### src/rtl/wb_mailbox_pkg.sv
// rtl/wb_mailbox_pkg.sv - register map, bit indices and bus FSM states for the WISHBONE mailbox
package wb_mailbox_pkg;

    typedef enum logic [1:0] {
        REG_DATA     = 2'd0,
        REG_STATUS   = 2'd1,
        REG_CTRL     = 2'd2,
        REG_RX_COUNT = 2'd3
    } reg_addr_e;

    typedef enum logic {
        IDLE = 1'b0,
        ACK  = 1'b1
    } bus_state_e;

    localparam int ST_TX_FULL  = 0;
    localparam int ST_TX_EMPTY = 1;
    localparam int ST_RX_FULL  = 2;
    localparam int ST_RX_EMPTY = 3;
    localparam int ST_TX_OVF   = 4;
    localparam int ST_RX_UDF   = 5;

    localparam int CT_TX_FLUSH       = 0;
    localparam int CT_RX_FLUSH       = 1;
    localparam int CT_IE_TX_EMPTY    = 2;
    localparam int CT_IE_RX_NONEMPTY = 3;

endpackage

### src/rtl/mailbox_fifo.sv
// rtl/mailbox_fifo.sv - synchronous first-word-fall-through byte FIFO with flush
module mailbox_fifo #(
    parameter  int DEPTH = 16,
    localparam int AW    = $clog2(DEPTH),
    localparam int CW    = AW + 1
) (
    input  logic          clk,
    input  logic          rst_n,
    input  logic          push,
    input  logic          pop,
    input  logic          flush,
    input  logic [7:0]    din,
    output logic [7:0]    dout,
    output logic          full,
    output logic          empty,
    output logic [CW-1:0] count
);

    logic [7:0]    r_mem [DEPTH];
    logic [AW-1:0] r_wptr;
    logic [AW-1:0] r_rptr;
    logic [CW-1:0] r_count;
    logic          w_push;
    logic          w_pop;

    assign full  = (r_count == CW'(DEPTH));
    assign empty = (r_count == '0);
    assign count = r_count;
    assign dout  = r_mem[r_rptr];

    // Acceptance uses the registered flags only: a same-cycle pop never makes room for a push.
    assign w_push = push && !full && !flush;
    assign w_pop  = pop && !empty && !flush;

    always_ff @(posedge clk or negedge rst_n) begin
        if (!rst_n) begin
            r_wptr  <= '0;
            r_rptr  <= '0;
            r_count <= '0;
        end else if (flush) begin
            r_wptr  <= '0;
            r_rptr  <= '0;
            r_count <= '0;
        end else begin
            if (w_push) r_wptr <= r_wptr + 1'b1;
            if (w_pop)  r_rptr <= r_rptr + 1'b1;
            r_count <= r_count + CW'(w_push) - CW'(w_pop);
        end
    end

    always_ff @(posedge clk) begin
        if (w_push) r_mem[r_wptr] <= din;
    end

endmodule

### src/rtl/wb_mailbox_slave.sv
// rtl/wb_mailbox_slave.sv - 8-bit WISHBONE classic mailbox slave, TX/RX byte FIFOs to a valid/ready stream
// Optional interrupt logic and CTRL[3:2] enables are built when WB_MAILBOX_IRQ_EN is defined.
module wb_mailbox_slave
    import wb_mailbox_pkg::*;
#(
    parameter int          FIFO_DEPTH = 16,
    parameter logic [7:0]  BASE_ADDR  = 8'h80
) (
    input  logic       wb_clk_i,
    input  logic       wb_rstn_i,
    input  logic       wb_cyc_i,
    input  logic       wb_stb_i,
    input  logic       wb_we_i,
    input  logic [7:0] wb_adr_i,
    input  logic [7:0] wb_dat_i,
    output logic [7:0] wb_dat_o,
    output logic       wb_ack_o,
    output logic [7:0] tx_data,
    output logic       tx_valid,
    input  logic       tx_ready,
    input  logic [7:0] rx_data,
    input  logic       rx_valid,
    output logic       rx_ready,
    output logic       irq
);

    localparam int CW = $clog2(FIFO_DEPTH) + 1;

    bus_state_e    r_state;
    bus_state_e    w_next;
    reg_addr_e     w_reg;
    logic [7:0]    r_rdata;
    logic [7:0]    w_rdata;
    logic [7:0]    w_status;
    logic [7:0]    w_ctrl_rd;
    logic          r_tx_ovf;
    logic          r_rx_udf;
    logic          w_go;
    logic          w_wr;
    logic          w_rd;
    logic          w_tx_push;
    logic          w_rx_pop;
    logic          w_tx_flush;
    logic          w_rx_flush;
    logic          w_tx_full;
    logic          w_tx_empty;
    logic          w_rx_full;
    logic          w_rx_empty;
    logic [7:0]    w_rx_dout;
    logic [CW-1:0] w_rx_count;
    logic [CW-1:0] w_tx_count_unused;

    // All register side effects happen on the single IDLE->ACK edge.
    assign w_go  = (r_state == IDLE) && wb_cyc_i && wb_stb_i && (wb_adr_i[7:2] == BASE_ADDR[7:2]);
    assign w_wr  = w_go && wb_we_i;
    assign w_rd  = w_go && !wb_we_i;
    assign w_reg = reg_addr_e'(wb_adr_i[1:0]);

    assign w_tx_push  = w_wr && (w_reg == REG_DATA);
    assign w_rx_pop   = w_rd && (w_reg == REG_DATA);
    assign w_tx_flush = w_wr && (w_reg == REG_CTRL) && wb_dat_i[CT_TX_FLUSH];
    assign w_rx_flush = w_wr && (w_reg == REG_CTRL) && wb_dat_i[CT_RX_FLUSH];

    assign tx_valid = !w_tx_empty;
    assign rx_ready = !w_rx_full;

    mailbox_fifo #(.DEPTH(FIFO_DEPTH)) u_tx_fifo (
        .clk   (wb_clk_i),
        .rst_n (wb_rstn_i),
        .push  (w_tx_push),
        .pop   (tx_ready),
        .flush (w_tx_flush),
        .din   (wb_dat_i),
        .dout  (tx_data),
        .full  (w_tx_full),
        .empty (w_tx_empty),
        .count (w_tx_count_unused)
    );

    mailbox_fifo #(.DEPTH(FIFO_DEPTH)) u_rx_fifo (
        .clk   (wb_clk_i),
        .rst_n (wb_rstn_i),
        .push  (rx_valid),
        .pop   (w_rx_pop),
        .flush (w_rx_flush),
        .din   (rx_data),
        .dout  (w_rx_dout),
        .full  (w_rx_full),
        .empty (w_rx_empty),
        .count (w_rx_count)
    );

    assign w_status = {2'b00, r_rx_udf, r_tx_ovf, w_rx_empty, w_rx_full, w_tx_empty, w_tx_full};

`ifdef WB_MAILBOX_IRQ_EN
    logic r_ie_tx_empty;
    logic r_ie_rx_nonempty;
    logic r_irq;

    always_ff @(posedge wb_clk_i or negedge wb_rstn_i) begin
        if (!wb_rstn_i) begin
            r_ie_tx_empty    <= 1'b0;
            r_ie_rx_nonempty <= 1'b0;
            r_irq            <= 1'b0;
        end else begin
            if (w_wr && (w_reg == REG_CTRL)) begin
                r_ie_tx_empty    <= wb_dat_i[CT_IE_TX_EMPTY];
                r_ie_rx_nonempty <= wb_dat_i[CT_IE_RX_NONEMPTY];
            end
            r_irq <= (r_ie_tx_empty && w_tx_empty) || (r_ie_rx_nonempty && !w_rx_empty);
        end
    end

    assign irq       = r_irq;
    assign w_ctrl_rd = {4'b0000, r_ie_rx_nonempty, r_ie_tx_empty, 2'b00};
`else
    assign irq       = 1'b0;
    assign w_ctrl_rd = 8'h00;
`endif

    always_comb begin
        w_rdata = 8'h00;
        case (w_reg)
            REG_DATA:     w_rdata = w_rx_empty ? 8'h00 : w_rx_dout;
            REG_STATUS:   w_rdata = w_status;
            REG_CTRL:     w_rdata = w_ctrl_rd;
            REG_RX_COUNT: w_rdata = 8'(w_rx_count);
            default:      w_rdata = 8'h00;
        endcase
    end

    always_ff @(posedge wb_clk_i or negedge wb_rstn_i) begin
        if (!wb_rstn_i) begin
            r_rdata  <= 8'h00;
            r_tx_ovf <= 1'b0;
            r_rx_udf <= 1'b0;
        end else begin
            if (w_go) r_rdata <= wb_we_i ? 8'h00 : w_rdata;
            if (w_tx_push && w_tx_full)
                r_tx_ovf <= 1'b1;
            else if (w_wr && (w_reg == REG_STATUS) && wb_dat_i[ST_TX_OVF])
                r_tx_ovf <= 1'b0;
            if (w_rx_pop && w_rx_empty)
                r_rx_udf <= 1'b1;
            else if (w_wr && (w_reg == REG_STATUS) && wb_dat_i[ST_RX_UDF])
                r_rx_udf <= 1'b0;
        end
    end

    always_ff @(posedge wb_clk_i or negedge wb_rstn_i) begin
        if (!wb_rstn_i) r_state <= IDLE;
        else            r_state <= w_next;
    end

    always_comb begin
        w_next = r_state;
        case (r_state)
            IDLE:    if (w_go) w_next = ACK;
            ACK:     w_next = IDLE;
            default: w_next = IDLE;
        endcase
    end

    always_comb begin
        wb_ack_o = 1'b0;
        wb_dat_o = 8'h00;
        if (r_state == ACK) begin
            wb_ack_o = 1'b1;
            wb_dat_o = r_rdata;
        end
    end

endmodule

### config.mk
export PLATFORM = sky130hd
export DESIGN_NAME = wb_mailbox_slave
export DESIGN_NICKNAME = d
export VERILOG_FILES = /design/src/rtl/wb_mailbox_pkg.sv /design/src/rtl/mailbox_fifo.sv /design/src/rtl/wb_mailbox_slave.sv
export SDC_FILE = /design/constraint.sdc
export NUM_CORES = 1
export LEC_CHECK = 0
export ABC_AREA = 1
export CORE_ASPECT_RATIO = 2
export CORE_MARGIN = 4
export CORE_UTILIZATION = 50
export CTS_BUF_LIST = sky130_fd_sc_hd__clkbuf_16
export DETAILED_ROUTE_END_ITERATION = 10
export GPL_TIMING_DRIVEN = 1
export HOLD_SLACK_MARGIN = 0.08
export PLACE_DENSITY = 0.68
export SLEW_MARGIN = 20
export SYNTH_ARGS = -nofsm -noshare
export SYNTH_HDL_FRONTEND = slang
export SYNTH_SLANG_ARGS = --single-unit
### constraint.sdc
create_clock -name wb_clk_i -period 3.6 [get_ports wb_clk_i]
set_input_delay 1.08 -clock wb_clk_i [delete_from_list [all_inputs] [get_ports wb_clk_i]]
set_output_delay 1.08 -clock wb_clk_i [all_outputs]
set_load 0.01 [all_outputs]
After elaboration in Yosys (flattened, before gate mapping)
Memories as Yosys holds them, arrays and structs flattened.
Index checks and enable logic that the tools add are counted.
Word-level totals
  output and inout bits: 20
  register bits: 37
  memory bits (writable): 256
  memories kept: 2
Cells by class
  reduce and logical (&&, ||, !) cells: 39
  mux-type cells: 25
  equal/unequal tests: 6
  $add $sub $neg: 8
  bitwise logic cells: 1
Memory list
  u_rx_fifo.r_mem: depth 16, width 8, read ports 1, clocked after memory_dff 0, wr ports 1, RTL line mailbox_fifo.sv:19  | logic [7:0] r_mem [DEPTH];
  u_tx_fifo.r_mem: depth 16, width 8, read ports 1, clocked after memory_dff 0, wr ports 1, RTL line mailbox_fifo.sv:19
Operators by type and width (count)
  2-to-1 mux 4 bit: 8
  one-hot mux 8 bit (4 select lines): 1
  2-to-1 mux 8 bit: 3
  logical AND 1 bit: 23
  adder 4 x 1 -> 4 bit, second input constant: 4
  nonzero test 2 bit: 6
  adder 5 x 1 -> 5 bit: 2
  == test 5 bit, second input constant: 2
  zero test 5 bit: 2
  2-to-1 mux 1 bit: 10
  2-to-1 mux 5 bit: 2
  subtractor 5 x 1 -> 5 bit: 2
  zero test 1 bit: 7
  == test 6 bit, second input constant: 1
  == test 2 bit, second input constant: 2
  == test 2 x 1 -> 1 bit, second input constant: 1
  zero test 2 bit: 1
  one-hot mux 1 bit (2 select lines): 1
  NOT 1 bit: 1

Depth between registers and ports, before layout
Gate-level depths: netlist of run 1.
  word-level depth: 12
  gate-level depth with buffers: 18
  depth with buffers taken out: 18

By module
From an unflattened synthesis of run 1, not the netlist that was laid out.
Second synthesis, totals
  cell total of the unflattened synthesis: 1419
  area, all modules: 13686.9 um2
Modules (own cells, without submodules)
  mailbox_fifo at u_tx_fifo: area an instance 6422.4 um2, times used 1, cells each 655, seq. area each 4169.0 um2
  mailbox_fifo at u_rx_fifo: area an instance 6412.4 um2, times used 1, cells each 641, seq. area each 4169.0 um2
  wb_mailbox_slave: area an instance 852.1 um2, times used 1, cells each 123, seq. area each 275.3 um2

Worst setup path before layout of run 1
No wires, ideal clock.
  path type: input to register
  from: input port wb_adr_i[5]
  to: register u_tx_fifo.r_count[4] (netlist: u_tx_fifo.count[4])
  data arrival time: 3.248 ns
  required time: 3.529 ns
  stages: 17
  path slack: 0.281 ns
  path through: nor2_1 nand3_1 nor2_4 nand2_2 clkinv_2 nand3_2 inv_2 nor2_2 ha_1 inv_1 ha_1 inv_1 fa_1 o21ai_0 a21oi_1 xor2_1 nor2_1
Between the ends
  longest elaborated chain between the ends: 10
  elaborated cells on any way between the ends: 13
  classes of those cells: 2 x add/sub; 1 x eq/ne; 1 x mux; 9 x reduce/logical
RTL lines
  from (decl): RTL line wb_mailbox_slave.sv:14  | input logic [7:0] wb_adr_i,
  == test 6 bit *: RTL line wb_mailbox_slave.sv:54  | assign w_go = (r_state == IDLE) && wb_cyc_i && wb_stb_i && (wb_adr_i[7:2] == BASE_ADDR[7:2]);
  logical AND 1 bit *: RTL line wb_mailbox_slave.sv:54
  logical AND 1 bit *: RTL line wb_mailbox_slave.sv:55  | assign w_wr = w_go && wb_we_i;
  logical AND 1 bit (2 in series): RTL line wb_mailbox_slave.sv:61  | assign w_tx_flush = w_wr && (w_reg == REG_CTRL) && wb_dat_i[CT_TX_FLUSH];
  zero test 1 bit: RTL line mailbox_fifo.sv:32, mailbox_fifo.sv:33
  logical AND 1 bit: RTL line mailbox_fifo.sv:32  | assign w_push = push && !full && !flush;
  adder 5 x 1 -> 5 bit: RTL line mailbox_fifo.sv:47  | r_count <= r_count + CW'(w_push) - CW'(w_pop);
  subtractor 5 x 1 -> 5 bit: RTL line mailbox_fifo.sv:47
  2-to-1 mux 5 bit *: RTL line mailbox_fifo.sv:40  | end else if (flush) begin
  to (signal assigned): RTL line mailbox_fifo.sv:47
  to (decl): RTL line mailbox_fifo.sv:22  | logic [CW-1:0] r_count;
Every way passes the cells marked *; elsewhere a longest branch is shown, timed or not.
A chain may end at the register's enable or synchronous reset.

Worst setup path after layout of run 1
  from: register u_tx_fifo.r_rptr[0]
  to: output port tx_data[4]
Between the ends
  longest elaborated chain between the ends: 1
RTL lines
  from (decl): RTL line mailbox_fifo.sv:21  | logic [AW-1:0] r_rptr;
  from (signal assigned): RTL line mailbox_fifo.sv:46  | if (w_pop) r_rptr <= r_rptr + 1'b1;
  memory (16 x 8 bit)
  to (decl): RTL line wb_mailbox_slave.sv:18  | output logic [7:0] tx_data,
No other way between the ends.

==> flow_summary.yaml, run 1 <==
run_status:
  outcome: "finished clean"
timing:
  rsz0062_at_grt: "false"
  layout_setup_ws_ns: 0.260
  fin_tns_setup_ns: 0
  maxSlewHeadroom_pct: 41.4
  tightestPinTransition_ns: 0.879
  fin_crit_sh_pct: 92.8
  timing.hold.ws_ns: 0.485
  fin_worst_skew_ns: 0.00896
  slew_violations: 0
  fin_crit_ns: 3.34
  finalHoldViolCount: 0
  max_freq_mhz: 299
  finalSetupViolCount: 0
worst_setup_path:
  cp_top_family: "buffers and inverters"
  reg2reg_depth: 16
  crit_chain: "inv_2 > bufbuf_16 > o21ai_0 > o211ai_1 > o211ai_1 > o21ai_0 > dlygate4sd2_1"
  critPathMaxFanout: 27
  regToRegSetupSlack_ns: 0.80
  critPathMaxStageDelay_ns: 0.42
  crit_buf_inv: 3
  worstReg2RegEnd: "u_rx_fifo.count[4]"
  cp.arrival_ns: 2.26
  crit_required_ns: 2.52
  crit_start: "u_tx_fifo.r_rptr[0]"
  crit_slowest_cell: "dfrtp_2"
  cp-end-kind: "output pin"
  endpoint: "tx_data[4]"
  critPathKind: "reg -> out"
  worst-path-stages: 7
  start_kind: "flop"
  r2r-start: "u_rx_fifo.count[3]"
pwr:
  p_leak_nw: 5.62
  powerDensity_nw_per_um2: 611
  total_power_w: 0.00893
  ir_worst_vdd_mv: 0.429
logic_synthesis:
  yosysMostFrequentCell: "edfxtp_1"
  yosys-top-cells-area: "edfxtp_1 60%, dfrtp_1 7.2%, nand2_1 6.4%, nor2_1 5.3%, o21ai_0 4.0%"
  syn_inst: 1144
  yosys.area.top_type_share_pct: 60.2
  synth_top_family_by_area: "simple AND/OR/NAND/NOR gates"
  synth-edff-count: 256
  muxShareOfSynthArea_pct: 0
  synth-async-reset-ratio_pct: 12.6
  avgSynthCellArea_sq_um: 11.2
  synthXorXnorAreaFrac_pct: 0.891
  synth_area_sq_um: 12800
  synth_flop_cell: "edfxtp_1"
  synthAdderAreaFrac_pct: 2.47
  syn-num-nets: 1199
  ys_ff_latch: 293
  synth_common_cells: "256 x edfxtp_1, 217 x nand2_1, 182 x nor2_1"
  yosysUniqueCellTypes: 39
  yosysTopAreaCell: "edfxtp_1"
  synthSimpleGateAreaFrac_pct: 16.4
  ys_seq_area_share_pct: 67.4
  yosysWarnings: 0
  synth_compound_area_share_pct: 7.82
floorplanning:
  die_area_sq_um: 28300
  start_util_pct: 50.8
  ioPinCount: 51
  core_area_sq_um: 25100
  dieHeight_um: 234
  die_w_um: 121
  rows: 82
finish:
  register_area_sq_um: 8620
  layout-drive-gt1-share_pct: 9.70
  post-route-cell-area_sq_um: 14600
  area_growth_pct: 14.4
  diodes: 0
  fill_cells: 2082
  final_nets: 1276
  multi_input_area_sq_um: 3530
clock_tree:
  clock_latency_ns: 0.53
  cts_setup_buffers: 0
  clock-sinks: 293
  clk_pin_slew_ns: 0.07
  cts_tree: "yes"
  cts_max_level: 1
  cts_buffers: 24
  cts-root-buf: "clkbuf_16"
  clk_path_buf_depth: 3
  cts_hold_buf: 0
place:
  routabilityCongestion: 0.872
  dp_hpwl_um: 20300
  placed_area_sq_um: 13800
  io_buffer_count: 49
  pre_cts_ws_ns: -0.152
detailed_routing:
  vias: 8229
  drt-pass1-iter-count: 5
  antenna_left: 0
  vias_per_cell: 5.23
  drtIter0Drc: 436
  detail_route.wl_per_cell_um: 18.7
  wl_um: 29400
  drc: 0
grt:
  antenna_found_initial: 0
  grt_pass1_wl_um: 45500
  grt-ovfl-total: 0
  grt_pass1_vias: 8454
  grt_max_degree: 68
  grt_usage_pct: 21.2
flow_run:
  drv_cap: 0
hold_path:
  hp-class: "reg -> reg"
  min_from: "r_rdata[1]"
-- worst register-to-register path, cell delays in order (launching register included) --
cell	delay, ns
dfrtp_1	0.42
inv_1	0.09
ha_1	0.17
nand3_1	0.08
nor2_1	0.14
inv_1	0.15
nand4_1	0.17
inv_2	0.06
ha_1	0.26
inv_1	0.05
ha_1	0.16
inv_1	0.06
fa_1	0.41
o21ai_0	0.17
a21oi_1	0.09
xor2_1	0.14
nor2_1	0.09
-- cell families after synthesis --
family,after synthesis
compound gates,182
xor+xnor,13
fa+ha+maj,24
buf+inv,140
flops,293
other cells,1
simple gates,491
-- power by group --
| group | internal, W | switching [W] | total (W) |
|---|---|---|---|
| registers | 0.00395 | 0.000132 | 0.00408 |
| logic | 0.000878 | 0.00141 | 0.00229 |
| clock network | 0.00140 | 0.00115 | 0.00256 |
-- stage by stage --
stage | utilization [%] | std cells
CTS | 58.1 | 1573
global route | 58.1 | 1573
finish | 58.1 | 1573
floorplan | - | 1144
global placement | 54.9 | 1530
detailed placement | 54.9 | 1530
-- state kept, by name (all words and copies together), names as in the netlist --
signal	cells
r_tx_ovf	1
u_tx_fifo.r_mem	128
u_tx_fifo.r_wptr	4
u_rx_fifo.r_wptr	4
u_rx_fifo.r_mem	128
u_tx_fifo.count	5
u_rx_fifo.r_rptr	4
u_rx_fifo.count	5
r_rx_udf	1
r_state	1
r_rdata	8
u_tx_fifo.r_rptr	4
-- layer usage --
metal	GRT usage [%]	vias up	share of wire (%)
met2	42.7	174	58
met5	0	-	0
met3	2.39	58	3.5
met1	20.7	3932	34
met4	10.0	0	4.7
li1	-	4065	-
-- repair_timing --
action,in CTS,in global routing
cloned,1,0
setup endpoints to repair,8,3
resized for setup,11,5
endpoints found under the hold margin,0,0
-- worst min-delay path by stage --
stage / to / slack [ns] / depth (start not counted)
global route: r_rdata[4] / 0.53 / 2
detailed placement: r_rdata[1] / 0.47 / 2
CTS: r_rdata[1] / 0.49 / 2
finish: r_rdata[1] / 0.49 / 2
floorplan: r_rdata[0] / 0.45 / 2
global placement: r_rdata[4] / 0.46 / 2
-- placed cells by master, fill, tap and decap left out, types with 5 or more instances in the layout --
| cell | netlist | layout |
|---|---|---|
| a21oi_1 | 32 | 32 |
| buf_4 | 5 | 48 |
| clkbuf_16 | 0 | 25 |
| clkdlybuf4s50_1 | 0 | 40 |
| clkinv_2 | 1 | 6 |
| dfrtp_1 | 37 | 35 |
| dlygate4sd2_1 | 0 | 5 |
| edfxtp_1 | 256 | 256 |
| ha_1 | 22 | 22 |
| inv_1 | 79 | 83 |
| inv_2 | 6 | 7 |
| nand2_1 | 217 | 217 |
| nand3_1 | 61 | 61 |
| nand3_2 | 11 | 11 |
| nand4_1 | 7 | 7 |
| nor2_1 | 182 | 182 |
| o211ai_1 | 19 | 19 |
| o21ai_0 | 101 | 98 |
| o21ai_1 | 4 | 7 |
| o22ai_1 | 18 | 18 |
| xor2_1 | 11 | 11 |
-- final cells by class --
class	count	share of cell area (%)
tap	336	2.88
multi-input combinational	711	24.2
inverter	89	2.35
clock buffer	25	4.28
clock inverter	17	0.950
sequential	293	59.0
timing repair buffer	102	6.41
Note: power is estimated with default switching activity, not from simulation.
==> run 2: changes to the inputs <==
--- a/config.mk
+++ b/config.mk
@@ -10,10 +10,12 @@
 export CORE_MARGIN = 4
 export CORE_UTILIZATION = 50
 export CTS_BUF_LIST = sky130_fd_sc_hd__clkbuf_16
+export CTS_CLUSTER_DIAMETER = 30
 export DETAILED_ROUTE_END_ITERATION = 10
 export GPL_TIMING_DRIVEN = 1
 export HOLD_SLACK_MARGIN = 0.08
 export PLACE_DENSITY = 0.68
+export RECOVER_POWER = 50
 export SLEW_MARGIN = 20
 export SYNTH_ARGS = -nofsm -noshare
 export SYNTH_HDL_FRONTEND = slang
==> run 2 against run 1 <==
Net effect:
- the run now ends with max-capacitance violations, max-slew violations left
- hold slack worse by 0.0031 ns
- clock skew is 0.0045 ns higher
- combinational power hardly changed
- final area is 1.4% higher
- die area stayed put
- count of clock-buffer cells in the layout is 6 higher
- cell count is 0.95% higher
- worst setup slack worse by 0.026 ns
- critical path type unchanged
==> flow_summary.yaml, run 2 (synthesized netlist as in run 1, its figures left out) <==
hold_path:
  min_path_cells: 2
  min_from: "r_rdata[1]"
  hp-class: "reg -> reg"
  whs_endpoint: "r_rdata[1]"
detailed_routing:
  drc: 0
  antenna_left: 0
  drtIter0Drc: 545
  drt-pass1-iter-count: 5
  vias_per_cell: 5.22
  wl_um: 29400
  detail_route.wl_per_cell_um: 18.5
  vias: 8289
timing:
  fin_worst_skew_ns: 0.0135
  rsz0062_at_grt: "false"
  timing.hold.ws_ns: 0.482
  finalSetupViolCount: 0
  maxSlewHeadroom_pct: -43.1
  max_freq_mhz: 297
  slew_violations: 38
  fin_crit_ns: 3.37
  tightestPinTransition_ns: 2.15
  finalHoldViolCount: 0
  fin_crit_sh_pct: 93.5
run_status:
  outcome: "finished with violations"
  violations: "max-capacitance violations, max-slew violations"
clock_tree:
  cts_hold_buf: 0
  clock_latency_ns: 0.57
  cts_buffers: 31
  cts_max_level: 1
  clock-sinks: 293
  clk_path_buf_depth: 3
  cts_tree: "yes"
  cts-root-buf: "clkbuf_16"
  clk_pin_slew_ns: 0.06
  cts_setup_buffers: 0
place:
  dp_hpwl_um: 20300
  routabilityCongestion: 0.872
  io_buffer_count: 49
  placed_area_sq_um: 13800
pwr:
  total_power_w: 0.00947
  p_seq_share_pct: 43.1
  ir_worst_vdd_mv: 0.476
  p_clk_share_pct: 33.0
  powerDensity_nw_per_um2: 639
  p_leak_nw: 5.68
  internal-power_w: 0.00656
  p_switching_w: 0.00291
  comb_power_share_pct: 23.9
  p_sw_share_pct: 30.7
worst_setup_path:
  cp.arrival_ns: 2.29
  cp-end-kind: "output pin"
  start_kind: "flop"
  crit_required_ns: 2.52
  critPathMaxFanout: 27
  cp_top_family: "buffers and inverters"
  reg2reg_depth: 16
  crit_chain: "inv_2 > bufbuf_16 > o21ai_0 > o211ai_1 > o211ai_1 > o21ai_0 > dlygate4sd2_1"
  regToRegSetupSlack_ns: 0.81
  critPathKind: "reg -> out"
  crit_buf_inv: 3
  r2r-start: "u_rx_fifo.count[3]"
  crit_slowest_cell: "dfrtp_2"
  critPathMaxStageDelay_ns: 0.41
  worstReg2RegEnd: "u_rx_fifo.count[4]"
finish:
  diodes: 0
  area_growth_pct: 16.0
  layout_commonest_cell: "edfxtp_1"
  layout-drive-gt1-share_pct: 10.5
  final_util_pct: 59.0
  final_nets: 1283
  largestRegisters: "u_rx_fifo.r_mem: 128 flops, u_tx_fifo.r_mem: 128 flops, r_rdata: 8 flops"
  post-route-cell-area_sq_um: 14800
  layout_common_cells: "256 x edfxtp_1, 217 x nand2_1, 183 x nor2_1"
floorplanning:
  die_w_um: 121
  die_area_sq_um: 28300
  ioPinCount: 51
  dieHeight_um: 234
  rows: 82
  start_util_pct: 50.8
  core_area_sq_um: 25100
grt:
  grt_pass1_wl_um: 45600
  grt_pass1_vias: 8524
  grt-ovfl-total: 0
  grt_max_degree: 68
  grt_usage_pct: 21.2
  antenna_found_initial: 0
flow_run:
  drv_cap: 1
run 2: changes by cell type in the layout (fill, tap and decap cells not counted), sizes merged:
cell | previous run | this run
clkbuf | 25 | 36
buf | 53 | 48
dlygate4sd3 | 0 | 16
clkinv | 12 | 13
dlygate4sd2 | 5 | 8
inv | 91 | 96
dlymetal6s2s | 3 | 0
clkinvlp | 1 | 4
clkdlybuf4s50 | 40 | 24
run 2: worst max-delay path by stage:
| stage | end | cells after the start | start |
|---|---|---|---|
| global route | u_tx_fifo.count[4] | 19 | wb_adr_i[7] |
| global placement | u_rx_fifo.count[4] | 17 | wb_adr_i[7] |
| CTS | tx_data[2] | 7 | u_tx_fifo.r_rptr[0] |
| floorplan | u_tx_fifo.count[4] | 17 | wb_adr_i[5] |
| detailed placement | u_rx_fifo.count[4] | 17 | wb_adr_i[7] |
| finish | tx_data[4] | 7 | u_tx_fifo.r_rptr[0] |
run 2: layout make-up:
cell class              instances  area [sq um]
flip-flops and latches        293          8620
repair buffers                102           906
clock buffers                  31           776
clock inverters                26           241
multi-input cells             711          3520
inverters                      89           339
fillers                      2050         10300
well taps                     336           420
run 2: stage by stage:
| stage | cells | worst slack, ns | setup TNS, ns |
|---|---|---|---|
| 2_1_floorplan | 1144 | 0.281 | 0 |
| 3_3_place_gp | 1530 | -0.102 | -0.192 |
| 3_5_place_dp | 1530 | -0.152 | -0.332 |
| 4_1_cts | 1588 | 0.202 | 0 |
| 5_1_grt | 1588 | 0.0383 | 0 |
| 6_report | 1588 | 0.234 | 0 |
run 2: tightest hold or removal path, cell delays in order (launching register included):
cell	delay (ns)
dfrtp_1	0.34
nand2_1	0.05
nand2_1	0.06
run 2: power by group through the flow:
stage | Combinational, W | Clock [W] | Sequential, W
3_3_place_gp | 0.00224 | 0 | 0.00415
3_5_place_dp | 0.00229 | 0 | 0.00415
4_1_cts | 0.00230 | 0.00317 | 0.00409
6_report | 0.00226 | 0.00312 | 0.00408
5_1_grt | 0.00256 | 0.00331 | 0.00410
2_1_floorplan | 0.00149 | 0 | 0.00411
run 2: timing repair:
action	in CTS	in global routing
setup endpoints to repair	8	0
resized for setup	15	0
endpoints found under the hold margin	0	0
run 2: per-layer routing:
layer | vias up | wire length (um) | GRT usage [%] | share of wire [%]
li1 | 4087 | - | - | -
met3 | 68 | 1070 | 2.37 | 3.6
met5 | - | 0 | 0 | 0
met1 | 3969 | 9920 | 20.5 | 34
met4 | 0 | 1430 | 10.7 | 4.9
met2 | 165 | 17000 | 42.6 | 58
